File: src/rtl/mips32_pkg.sv
// Shared MIPS32 definitions: word width, opcode map, fetch state and the IF/ID entry.
package mips32_pkg;

  localparam int WORD_W = 32;

  typedef logic [WORD_W-1:0] word_t;

  typedef enum logic [5:0] {
    OPC_ADD   = 6'h00,
    OPC_SUB   = 6'h01,
    OPC_AND   = 6'h02,
    OPC_OR    = 6'h03,
    OPC_SLT   = 6'h04,
    OPC_MUL   = 6'h05,
    OPC_LW    = 6'h08,
    OPC_SW    = 6'h09,
    OPC_ADDI  = 6'h0A,
    OPC_SUBI  = 6'h0B,
    OPC_SLTI  = 6'h0C,
    OPC_BNEQZ = 6'h0D,
    OPC_BEQZ  = 6'h0E,
    OPC_HLT   = 6'h3F
  } opcode_e;

  typedef enum logic {
    FETCH_RUN  = 1'b0,
    FETCH_HALT = 1'b1
  } fetch_state_e;

  typedef struct packed {
    word_t ir;
    word_t npc;
  } if_entry_t;

  function automatic logic is_hlt(input logic [5:0] opc);
    return opc == OPC_HLT;
  endfunction

endpackage

File: src/rtl/mips32_ifetch_if.sv
// Instruction-memory bus and IF/ID handshake of the fetch unit.
interface mips32_ifetch_if;
  import mips32_pkg::*;

  logic  imem_req;
  word_t imem_addr;
  word_t imem_rdata;
  logic  if_valid;
  logic  if_ready;
  word_t if_ir;
  word_t if_npc;

  modport master (
    output imem_req, imem_addr, if_valid, if_ir, if_npc,
    input  imem_rdata, if_ready
  );

  modport slave (
    input  imem_req, imem_addr, if_valid, if_ir, if_npc,
    output imem_rdata, if_ready
  );

endinterface

File: src/rtl/mips32_fetch_fifo.sv
// Prefetch queue of IF/ID entries; flush empties it in one edge and wins over push/pop.
module mips32_fetch_fifo
  import mips32_pkg::*;
#(
  parameter  int DEPTH = 4,
  localparam int AW    = $clog2(DEPTH),
  localparam int CNT_W = AW + 1
) (
  input  logic             clk,
  input  logic             rst_n,
  input  logic             flush,
  input  logic             push,
  input  if_entry_t        push_data,
  input  logic             pop,
  output if_entry_t        head,
  output logic [CNT_W-1:0] count
);

  if_entry_t        mem_q [DEPTH];
  logic [AW-1:0]    wr_ptr_q, rd_ptr_q;
  logic             wr_en, rd_en;

  assign wr_en = push && !flush;
  assign rd_en = pop && !flush;

  // NOTE: storage is deliberately not reset; an empty queue is defined by count,
  // and the consumer masks the head when count is zero.
  always_ff @(posedge clk) begin
    if (wr_en) mem_q[wr_ptr_q] <= push_data;
  end

  // NOTE: all state registers use non-blocking assignments so every flop
  // samples pre-edge values regardless of process ordering.
  always_ff @(posedge clk or negedge rst_n) begin
    if (!rst_n) begin
      wr_ptr_q <= '0;
      rd_ptr_q <= '0;
      count    <= '0;
    end else if (flush) begin
      wr_ptr_q <= '0;
      rd_ptr_q <= '0;
      count    <= '0;
    end else begin
      if (wr_en) wr_ptr_q <= wr_ptr_q + 1'b1;
      if (rd_en) rd_ptr_q <= rd_ptr_q + 1'b1;
      case ({wr_en, rd_en})
        2'b10:   count <= count + 1'b1;
        2'b01:   count <= count - 1'b1;
        default: count <= count;
      endcase
    end
  end

  assign head = mem_q[rd_ptr_q];

endmodule

File: src/rtl/mips32_ifetch.sv
// Word-addressed instruction fetch with credit-based prefetch, redirect squash and HLT stop.
module mips32_ifetch
  import mips32_pkg::*;
#(
  parameter int    DEPTH    = 4,
  parameter word_t RESET_PC = '0
) (
  input  logic            clk1,
  input  logic            rst_n,
  mips32_ifetch_if.master bus,
  input  logic            redirect,
  input  word_t           redirect_pc,
  output logic            halted
);

  localparam int             CNT_W   = $clog2(DEPTH) + 1;
  localparam logic [CNT_W:0] DEPTH_C = (CNT_W + 1)'(DEPTH);

  fetch_state_e     state_q, state_d;
  word_t            fetch_pc_q, fetch_pc_d;
  word_t            inflight_addr_q, inflight_addr_d;
  logic             inflight_q, inflight_d;
  logic             req, push, pop, valid, hlt_seen;
  logic [CNT_W-1:0] count;
  logic [CNT_W:0]   occupancy;
  if_entry_t        push_data, head;

  // Queued entries plus the one in flight must never exceed the queue size.
  assign occupancy = {1'b0, count} + (CNT_W + 1)'(inflight_q);
  assign halted    = (state_q == FETCH_HALT);
  assign req       = rst_n && !redirect && !halted && (occupancy < DEPTH_C);

  // A response is dropped if a redirect squashes it or a HLT was already taken.
  assign push      = inflight_q && !redirect && !halted;
  assign pop       = valid && bus.if_ready && !redirect;
  assign push_data = '{ir: bus.imem_rdata, npc: inflight_addr_q + 32'd1};
  assign hlt_seen  = push && is_hlt(bus.imem_rdata[31:26]);

  assign valid         = (count != '0);
  assign bus.imem_req  = req;
  assign bus.imem_addr = fetch_pc_q;
  assign bus.if_valid  = valid;
  assign bus.if_ir     = valid ? head.ir  : '0;
  assign bus.if_npc    = valid ? head.npc : '0;

  mips32_fetch_fifo #(.DEPTH(DEPTH)) u_fifo (
    .clk       (clk1),
    .rst_n     (rst_n),
    .flush     (redirect),
    .push      (push),
    .push_data (push_data),
    .pop       (pop),
    .head      (head),
    .count     (count)
  );

  // NOTE: every output of this block gets a default first so no path leaves
  // a variable unassigned and no latch is inferred.
  always_comb begin
    state_d         = state_q;
    fetch_pc_d      = fetch_pc_q;
    inflight_d      = req;
    inflight_addr_d = inflight_addr_q;
    if (redirect) begin
      state_d    = FETCH_RUN;
      fetch_pc_d = redirect_pc;
    end else begin
      if (hlt_seen) state_d = FETCH_HALT;
      if (req) begin
        fetch_pc_d      = fetch_pc_q + 32'd1;
        inflight_addr_d = fetch_pc_q;
      end
    end
  end

  always_ff @(posedge clk1 or negedge rst_n) begin
    if (!rst_n) begin
      state_q         <= FETCH_RUN;
      fetch_pc_q      <= RESET_PC;
      inflight_q      <= 1'b0;
      inflight_addr_q <= '0;
    end else begin
      state_q         <= state_d;
      fetch_pc_q      <= fetch_pc_d;
      inflight_q      <= inflight_d;
      inflight_addr_q <= inflight_addr_d;
    end
  end

endmodule

File: src/flat_wrapper.sv
// flat-port wrapper written by rule: the top's interface ports become plain ports
module mips32_ifetch_flat import mips32_pkg::*;
#(
  parameter int    DEPTH    = 4,
  parameter word_t RESET_PC = '0
)
  (clk1, rst_n, redirect, redirect_pc, halted, bus_imem_req, bus_imem_addr, bus_if_valid, bus_if_ir, bus_if_npc, bus_imem_rdata, bus_if_ready);
  mips32_ifetch_if bus_i ();
  input  logic clk1;
  input  logic rst_n;
  input  logic redirect;
  input  word_t redirect_pc;
  output logic halted;
  output wire logic [$bits(bus_i.imem_req)-1:0] bus_imem_req;
  output wire logic [$bits(bus_i.imem_addr)-1:0] bus_imem_addr;
  output wire logic [$bits(bus_i.if_valid)-1:0] bus_if_valid;
  output wire logic [$bits(bus_i.if_ir)-1:0] bus_if_ir;
  output wire logic [$bits(bus_i.if_npc)-1:0] bus_if_npc;
  input wire logic [$bits(bus_i.imem_rdata)-1:0] bus_imem_rdata;
  input wire logic [$bits(bus_i.if_ready)-1:0] bus_if_ready;
  assign bus_imem_req = bus_i.imem_req;
  assign bus_imem_addr = bus_i.imem_addr;
  assign bus_if_valid = bus_i.if_valid;
  assign bus_if_ir = bus_i.if_ir;
  assign bus_if_npc = bus_i.if_npc;
  assign bus_i.imem_rdata = bus_imem_rdata;
  assign bus_i.if_ready = bus_if_ready;
  mips32_ifetch #(.DEPTH(DEPTH), .RESET_PC(RESET_PC)) u_core (.clk1(clk1), .rst_n(rst_n), .bus(bus_i), .redirect(redirect), .redirect_pc(redirect_pc), .halted(halted));
endmodule
File: config.mk
export PLATFORM = sky130hd
export DESIGN_NAME = mips32_ifetch_flat
export DESIGN_NICKNAME = d
export VERILOG_FILES = /design/src/rtl/mips32_pkg.sv /design/src/rtl/mips32_ifetch_if.sv /design/src/rtl/mips32_fetch_fifo.sv /design/src/rtl/mips32_ifetch.sv /design/src/flat_wrapper.sv
export SDC_FILE = /design/constraint.sdc
export NUM_CORES = 1
export LEC_CHECK = 0
export CAP_MARGIN = 20
export CORE_MARGIN = 2
export CORE_UTILIZATION = 62
export CTS_BUF_LIST = sky130_fd_sc_hd__clkbuf_8
export DETAILED_ROUTE_END_ITERATION = 7
export PLACE_DENSITY = 0.83
export SKIP_CTS_REPAIR_TIMING = 1
export SYNTH_ARGS = -nofsm -noshare
export SYNTH_HDL_FRONTEND = slang
export SYNTH_SLANG_ARGS = --single-unit
export TNS_END_PERCENT = 5
File: constraint.sdc
create_clock -name clk1 -period 5.5 [get_ports clk1]
set_input_delay 1.1 -clock clk1 [delete_from_list [all_inputs] [get_ports clk1]]
set_output_delay 1.1 -clock clk1 [all_outputs]
set_load 0.02 [all_outputs]
==> results.tsv, run 1 <==
stage	metric	value	unit
logic_synthesis	syn-cell-area	13800	µm²
logic_synthesis	avgSynthCellArea	15.3	µm²
logic_synthesis	synth.net_count	978	
logic_synthesis	synth_flop_cell	edfxtp_1	
clock_tree	clkLatencyLatePin	570	ps
critical_path	crit_path_end	bus_imem_req	
power_and_ir_drop	power	7310	µW
critical_path	arrival	3540	ps
timing	tightest_slew	965	ps
clock_tree	cts_buffer_depth	3	
timing	slew_violations	0	
clock_tree	cts.htree.levels	2	
timing	rsz0062_at_grt	no	
placement	gp_congestion	0.827	
routing	dr.pass1.iters	5	
logic_synthesis	ys_seq_elements	329	
placement	detailed_place.area	15700	µm²
grt	grt_pass1_wl	47600	µm
routing	drtAntennaViolNets	0	
critical_path	cp-startpoint	redirect	
timing	period_needed	4640	ps
routing	avgViaCountPerCell	6.04	
timing	setup_ws	862	ps
routing	drt_iter0_markers	660	
power_and_ir_drop	p_leak	0.00590	µW
power_and_ir_drop	power_density	437	nW/µm²
clock_tree	cts.sinks	329	
timing	fin_setup_tns	0	ps
timing	clock.fmax	0.216	GHz
routing	wl_per_cell	21.1	µm
routing	vias	8504	
logic_synthesis	ys_seq_area_share	68.8	%
timing	finalHoldViolCount	0	
placement	pre_cts_ws	876	ps
final_layout	most-common-layout-cells	256 x edfxtp_1, 165 x clkdlybuf4s50_1, 135 x nand2_1	
logic_synthesis	yosysWarnings	0	
floorplanning	start_util	63.3	%
grt	grt_use_total	26.0	%
logic_synthesis	synth-edff-count	256	
routing	routed_wl	29700	µm
floorplanning	die_x	153	µm
critical_path	rrSetupSlack	2810	ps
clock_tree	numCtsBuffers	49	
critical_path	critPathCaptureType	output port	
placement	dpl.hpwl	17900	µm
final_layout	area_growth	20.9	%
floorplanning	rows	54	
logic_synthesis	synthDistinctLibCells	52	
critical_path	required	4400	ps
timing	fin_crit_sh	84.3	%
final_layout	fillers	1266	
critical_path	cp_max_fo	60	
final_layout	layout.cells.non_filler	1408	
placement	numPortBuffers	166	
timing	finClkSkew	23.4	ps
final_layout	final_nets	1163	
outcome	outcome	complete, no violations	
power_and_ir_drop	vdd_drop_max	0.000272	V
critical_path	critPathKind	input port to output port	
grt	first_global_vias	8847	
placement	placed_cells	1316	
clock_tree	ctsRootBufferMaster	clkbuf_8	
grt	antenna_found_initial	0	
timing	setup_violations	0	
logic_synthesis	async_flop_share	22.2	%
floorplanning	die_height	153	µm
logic_synthesis	synth_cells	903	
critical_path	ff2ff_path_depth	6	
final_layout	fin_area	16700	µm²
critical_path	r2r_end	u_core.bus.imem_addr[29]$_DFFE_PN0P_	
floorplanning	core_region_area	21800	µm²
grt	grt_max_degree	74	
run	maxCapViolations	0	
critical_path	crit_path_start_kind	input port	
final_layout	final_common_cell	edfxtp_1	
routing	route.detailed.drc	0	
worst_hold_path	hold_class	register to register	
floorplanning	die_area	23500	µm²
final_layout	num_antenna_cells	0	
floorplanning	boundaryPins	167	
clock_tree	cts_tree	built	
final_layout	drive_gt1_share	14.1	%
critical_path	r2r-start	u_core.u_fifo.count[2]$_DFFE_PN0P_	
timing	relSlewSlack	35.6	%
clock_tree	clkSlewWorstSetupHoldPaths	60	ps
grt	grt-ovfl-total	0	
flip-flops by register name, indices dropped and copies added, names as in the netlist:
| register | flops |
|---|---|
| u_core.bus.imem_addr | 32 |
| u_core.halted | 1 |
| u_core.inflight_addr_q | 32 |
| u_core.inflight_q | 1 |
| u_core.u_fifo.count | 3 |
| u_core.u_fifo.mem_q | 256 |
| u_core.u_fifo.rd_ptr_q | 2 |
| u_core.u_fifo.wr_ptr_q | 2 |
metal layers:
metal | global-route usage, % | routed length (µm) | share of wire, %
met1 | 37.3 | 12400 | 42
met3 | 4.82 | 2060 | 6.9
met2 | 40.9 | 14500 | 49
met5 | 0 | 0 | 0
met4 | 9.08 | 736 | 2.5
where the power goes:
group,total [µW],switching [µW],leakage [µW],internal (µW)
clock,1890,910,0.000544,984
combinational,2140,1090,0.00213,1050
sequential,3280,299,0.00323,2980
critical path: stages:
cell and delay [ps]:
clkdlybuf4s50_1 430, or4b_4 520, a31o_4 420, clkinv_4 370
clkdlybuf4s50_1 680
worst min-delay path by stage:
stage / slack [ps] / to / startpoint / cells after the start
4_1_cts: 530 / u_core.inflight_addr_q[23]$_DFFE_PN0P_ / u_core.inflight_addr_q[23]$_DFFE_PN0P_ / 2
3_5_place_dp: 520 / u_core.inflight_addr_q[23]$_DFFE_PN0P_ / u_core.inflight_addr_q[23]$_DFFE_PN0P_ / 2
2_1_floorplan: 470 / u_core.inflight_addr_q[31]$_DFFE_PN0P_ / u_core.inflight_addr_q[31]$_DFFE_PN0P_ / 2
5_1_grt: 560 / u_core.inflight_addr_q[4]$_DFFE_PN0P_ / u_core.inflight_addr_q[4]$_DFFE_PN0P_ / 2
3_3_place_gp: 510 / u_core.inflight_addr_q[23]$_DFFE_PN0P_ / u_core.inflight_addr_q[23]$_DFFE_PN0P_ / 2
6_report: 530 / u_core.inflight_addr_q[23]$_DFFE_PN0P_ / u_core.inflight_addr_q[23]$_DFFE_PN0P_ / 2
synthesized netlist by cell type (all sizes together), types with 5 or more instances:
cell / count / share of area, %
xor2: 9 / 0.57
dfrtp: 73 / 13
buf: 15 / 0.59
a22oi: 6 / 0.33
or4: 5 / 0.27
xnor2: 26 / 1.6
mux4: 64 / 10
clkbuf: 29 / 0.79
ha: 6 / 0.54
o21ai: 22 / 0.80
nand2: 136 / 3.7
o211ai: 8 / 0.43
a31oi: 5 / 0.23
and3: 8 / 0.36
nor2: 30 / 0.81
edfxtp: 256 / 56
inv: 13 / 0.35
nor3: 7 / 0.25
nand3: 36 / 1.3
o311ai: 9 / 0.57
and4: 6 / 0.38
nand4: 22 / 1.1
and2: 71 / 3.2
logic make-up (layout without fill, tap and decap cells):
kind of cell,after synthesis,count (layout),synth area share (%)
DFF,329,329,68.8
and+or+nand+nor,337,337,12.3
muxes,66,66,10.6
xor gates and xnor gates,35,35,2.22
AOI/OAI and AO/OA,71,71,3.62
adders and majority gates,7,7,0.688
buffers and inverters,58,283,1.79
area by class of cell:
| class | instances | area [µm²] | area share, % |
|---|---|---|---|
| clock buffers | 56 | 771 | 4.61 |
| clock inverters | 35 | 180 | 1.08 |
| inverters | 14 | 57.6 | 0.344 |
| multi-input cells | 516 | 4070 | 24.3 |
| flip-flops and latches | 329 | 9520 | 56.9 |
| well taps | 280 | 350 | 2.10 |
| repair buffers | 178 | 1770 | 10.6 |
stage by stage:
stage	util [%]	hold WS, ps
floorplan	-	467
global placement	72.1	512
detailed placement	72.1	520
CTS	76.5	531
global route	76.6	561
finish	76.6	528
Note: power is estimated with default switching activity, not from simulation.
==> inputs of run 2 (changes only) <==
--- a/config.mk
+++ b/config.mk
@@ -7,10 +7,10 @@
 export LEC_CHECK = 0
 export CAP_MARGIN = 20
 export CORE_MARGIN = 2
-export CORE_UTILIZATION = 62
+export CORE_UTILIZATION = 52
 export CTS_BUF_LIST = sky130_fd_sc_hd__clkbuf_8
 export DETAILED_ROUTE_END_ITERATION = 7
-export PLACE_DENSITY = 0.83
+export PLACE_DENSITY = 0.74
 export SKIP_CTS_REPAIR_TIMING = 1
 export SYNTH_ARGS = -nofsm -noshare
 export SYNTH_HDL_FRONTEND = slang
==> constraint.sdc (replaced) <==
create_clock -name clk1 -period 4.2 [get_ports clk1]
set_input_delay 0.84 -clock clk1 [delete_from_list [all_inputs] [get_ports clk1]]
set_output_delay 0.84 -clock clk1 [all_outputs]
set_load 0.02 [all_outputs]
==> run 2 against run 1 <==
Effect of this change:
- sequential power is 28% higher
- combinational power is 34% higher
- via count is 1.8% lower
- final cell count is 4.5% higher
- count of clock-buffer cells in the layout is 2 lower
==> results.tsv, run 2 (synthesis gave the netlist of run 1 again) <==
stage	metric	value	unit
routing	dr.pass1.iters	5	
routing	avgViaCountPerCell	5.68	
power_and_ir_drop	combPwrFrac	30.5	%
placement	pre_cts_ws	590	ps
timing	fin_setup_tns	0	ps
clock_tree	cts.sinks	329	
power_and_ir_drop	vdd_drop_max	0.000347	V
power_and_ir_drop	p_leak	0.00596	µW
critical_path	critPathKind	register to output port	
clock_tree	cts.htree.levels	2	
final_layout	final_common_cell	edfxtp_1	
final_layout	most-common-layout-cells	256 x edfxtp_1, 165 x clkdlybuf4s50_1, 135 x nand2_1	
timing	relSlewSlack	45.8	%
final_layout	multiInputGateArea	4070	µm²
critical_path	cp_cell_sequence	or3_2 -> buf_4 -> and2_1 -> clkdlybuf4s50_1	
timing	finClkSkew	13.1	ps
floorplanning	boundaryPins	167	
power_and_ir_drop	pwr-share-seq	44.7	%
timing	setup_violations	0	
grt	first_global_vias	8628	
timing	finalHoldViolCount	0	
critical_path	cp_slowest_stage_delay	830	ps
grt	grt_use_total	21.6	%
final_layout	regArea	9520	µm²
routing	routed_wl	29300	µm
grt	top_usage_layer	met2	
final_layout	top_register	u_core.u_fifo.mem_q	
placement	placed_cells	1381	
power_and_ir_drop	intPower	6470	µW
clock_tree	clkSlewWorstSetupHoldPaths	60	ps
critical_path	required	3360	ps
floorplanning	rows	59	
clock_tree	clkLatencyLatePin	560	ps
critical_path	crit_path_top_delay_cell	or3_2	
timing	period_needed	3750	ps
worst_hold_path	hold_class	input port to asynchronous set/reset pin	
grt	grt-ovfl-total	0	
grt	grt_pass1_wl	47300	µm
routing	vias	8354	
final_layout	drive_gt1_share	14.2	%
routing	drtAntennaViolNets	0	
timing	slew_violations	0	
outcome	outcome	complete, no violations	
grt	grt_max_degree	60	
timing	tightest_slew	812	ps
power_and_ir_drop	netSwitchingFraction	31.2	%
routing	drt_iter0_markers	596	
final_layout	final_nets	1174	
placement	numPortBuffers	166	
clock_tree	numCtsBuffers	51	
power_and_ir_drop	p_switching	2940	µW
placement	dpl.hpwl	19100	µm
final_layout	largest_reg_flops	256	
clock_tree	cts_tree	built	
power_and_ir_drop	power_frac_clock	24.8	%
final_layout	fillers	1852	
placement	gp_congestion	0.856	
final_layout	layout.cells.non_filler	1472	
clock_tree	ctsRootBufferMaster	clkbuf_8	
grt	grt_use_met3	3.52	%
floorplanning	die_x	167	µm
clock_tree	cts_buffer_depth	3	
floorplanning	die_height	167	µm
timing	setup_ws	450	ps
final_layout	area_growth	22.3	%
critical_path	cp_max_fo	37	
timing	clock.fmax	0.267	GHz
critical_path	critPathCaptureType	output port	
power_and_ir_drop	power_density	557	nW/µm²
final_layout	num_antenna_cells	0	
run	maxCapViolations	0	
floorplanning	core_region_area	26100	µm²
timing	rsz0062_at_grt	no	
floorplanning	start_util	53.0	%
routing	wl_per_cell	19.9	µm
timing	fin_crit_sh	89.3	%
routing	route.detailed.drc	0	
critical_path	crit_path_start_kind	register	
grt	antenna_found_initial	0	
critical_path	arrival	2910	ps
floorplanning	die_area	27900	µm²
grt	met2_usage	34.6	%
grt	gr-usage-met1	31.2	%
run 2: cell types whose count changed in the layout (fill, tap and decap cells not counted):
cell,before,now
clkinv_1,10,13
clkinvlp_4,1,0
inv_6,2,0
bufinv_16,1,0
buf_12,2,11
clkbuf_8,56,54
inv_1,27,31
clkinv_2,7,6
run 2: metrics by stage:
stage / total power (µW) / cell area (µm²) / hold slack (ps) / util (%)
global placement: 7120 / 16000 / 501 / 61.5
floorplan: 5900 / 13800 / 467 / -
CTS: 9510 / 16900 / 339 / 64.9
detailed placement: 7170 / 16000 / 507 / 61.5
global route: 9880 / 16900 / 350 / 64.9
finish: 9410 / 16900 / 344 / 64.9
run 2: routing by layer:
layer,vias to the layer above,share of wire [%]
li1,3834,-
met1,4161,44
met2,312,48
met3,47,5.6
met4,0,1.8
met5,-,0
run 2: critical path, delay by kind of cell, from the launching register on:
kind	cells	cell delay (ps)
flops	1	440
buf+inv	2	900
simple gates	2	990
run 2: cell type report:
class / instances / area share [%]
Tap cell: 335 / 2.48
Timing Repair Buffer: 187 / 11.5
Clock inverter: 37 / 0.866
Multi-Input combinational cell: 516 / 24.1
Clock buffer: 54 / 4.40
Inverter: 14 / 0.340
Sequential cell: 329 / 56.3
run 2: power groups by stage:
stage                     registers (µW)  clock network [µW]  logic (µW)
final                               4200                2340        2870
after global routing                4240                2540        3100
after CTS                           4200                2390        2920
after detailed placement            4260                   0        2910
after global placement              4250                   0        2870
after floorplan                     4200                   0        1700
run 2: final timing paths:
check	startpoint	endpoint	slack [ps]	cells after the start
max in group asynchronous	rst_n	u_core.u_fifo.rd_ptr_q[0]$_DFFE_PN0P_	2850	3
max reg2reg	u_core.u_fifo.count[2]$_DFFE_PN0P_	u_core.bus.imem_addr[17]$_DFFE_PN0P_	1620	7
min in group clk1	u_core.inflight_addr_q[31]$_DFFE_PN0P_	u_core.inflight_addr_q[31]$_DFFE_PN0P_	520	2
min	rst_n	u_core.inflight_addr_q[16]$_DFFE_PN0P_	340	2
min reg2reg	u_core.inflight_addr_q[31]$_DFFE_PN0P_	u_core.inflight_addr_q[31]$_DFFE_PN0P_	520	2
max	u_core.u_fifo.count[1]$_DFFE_PN0P_	bus_if_npc[8]	450	4
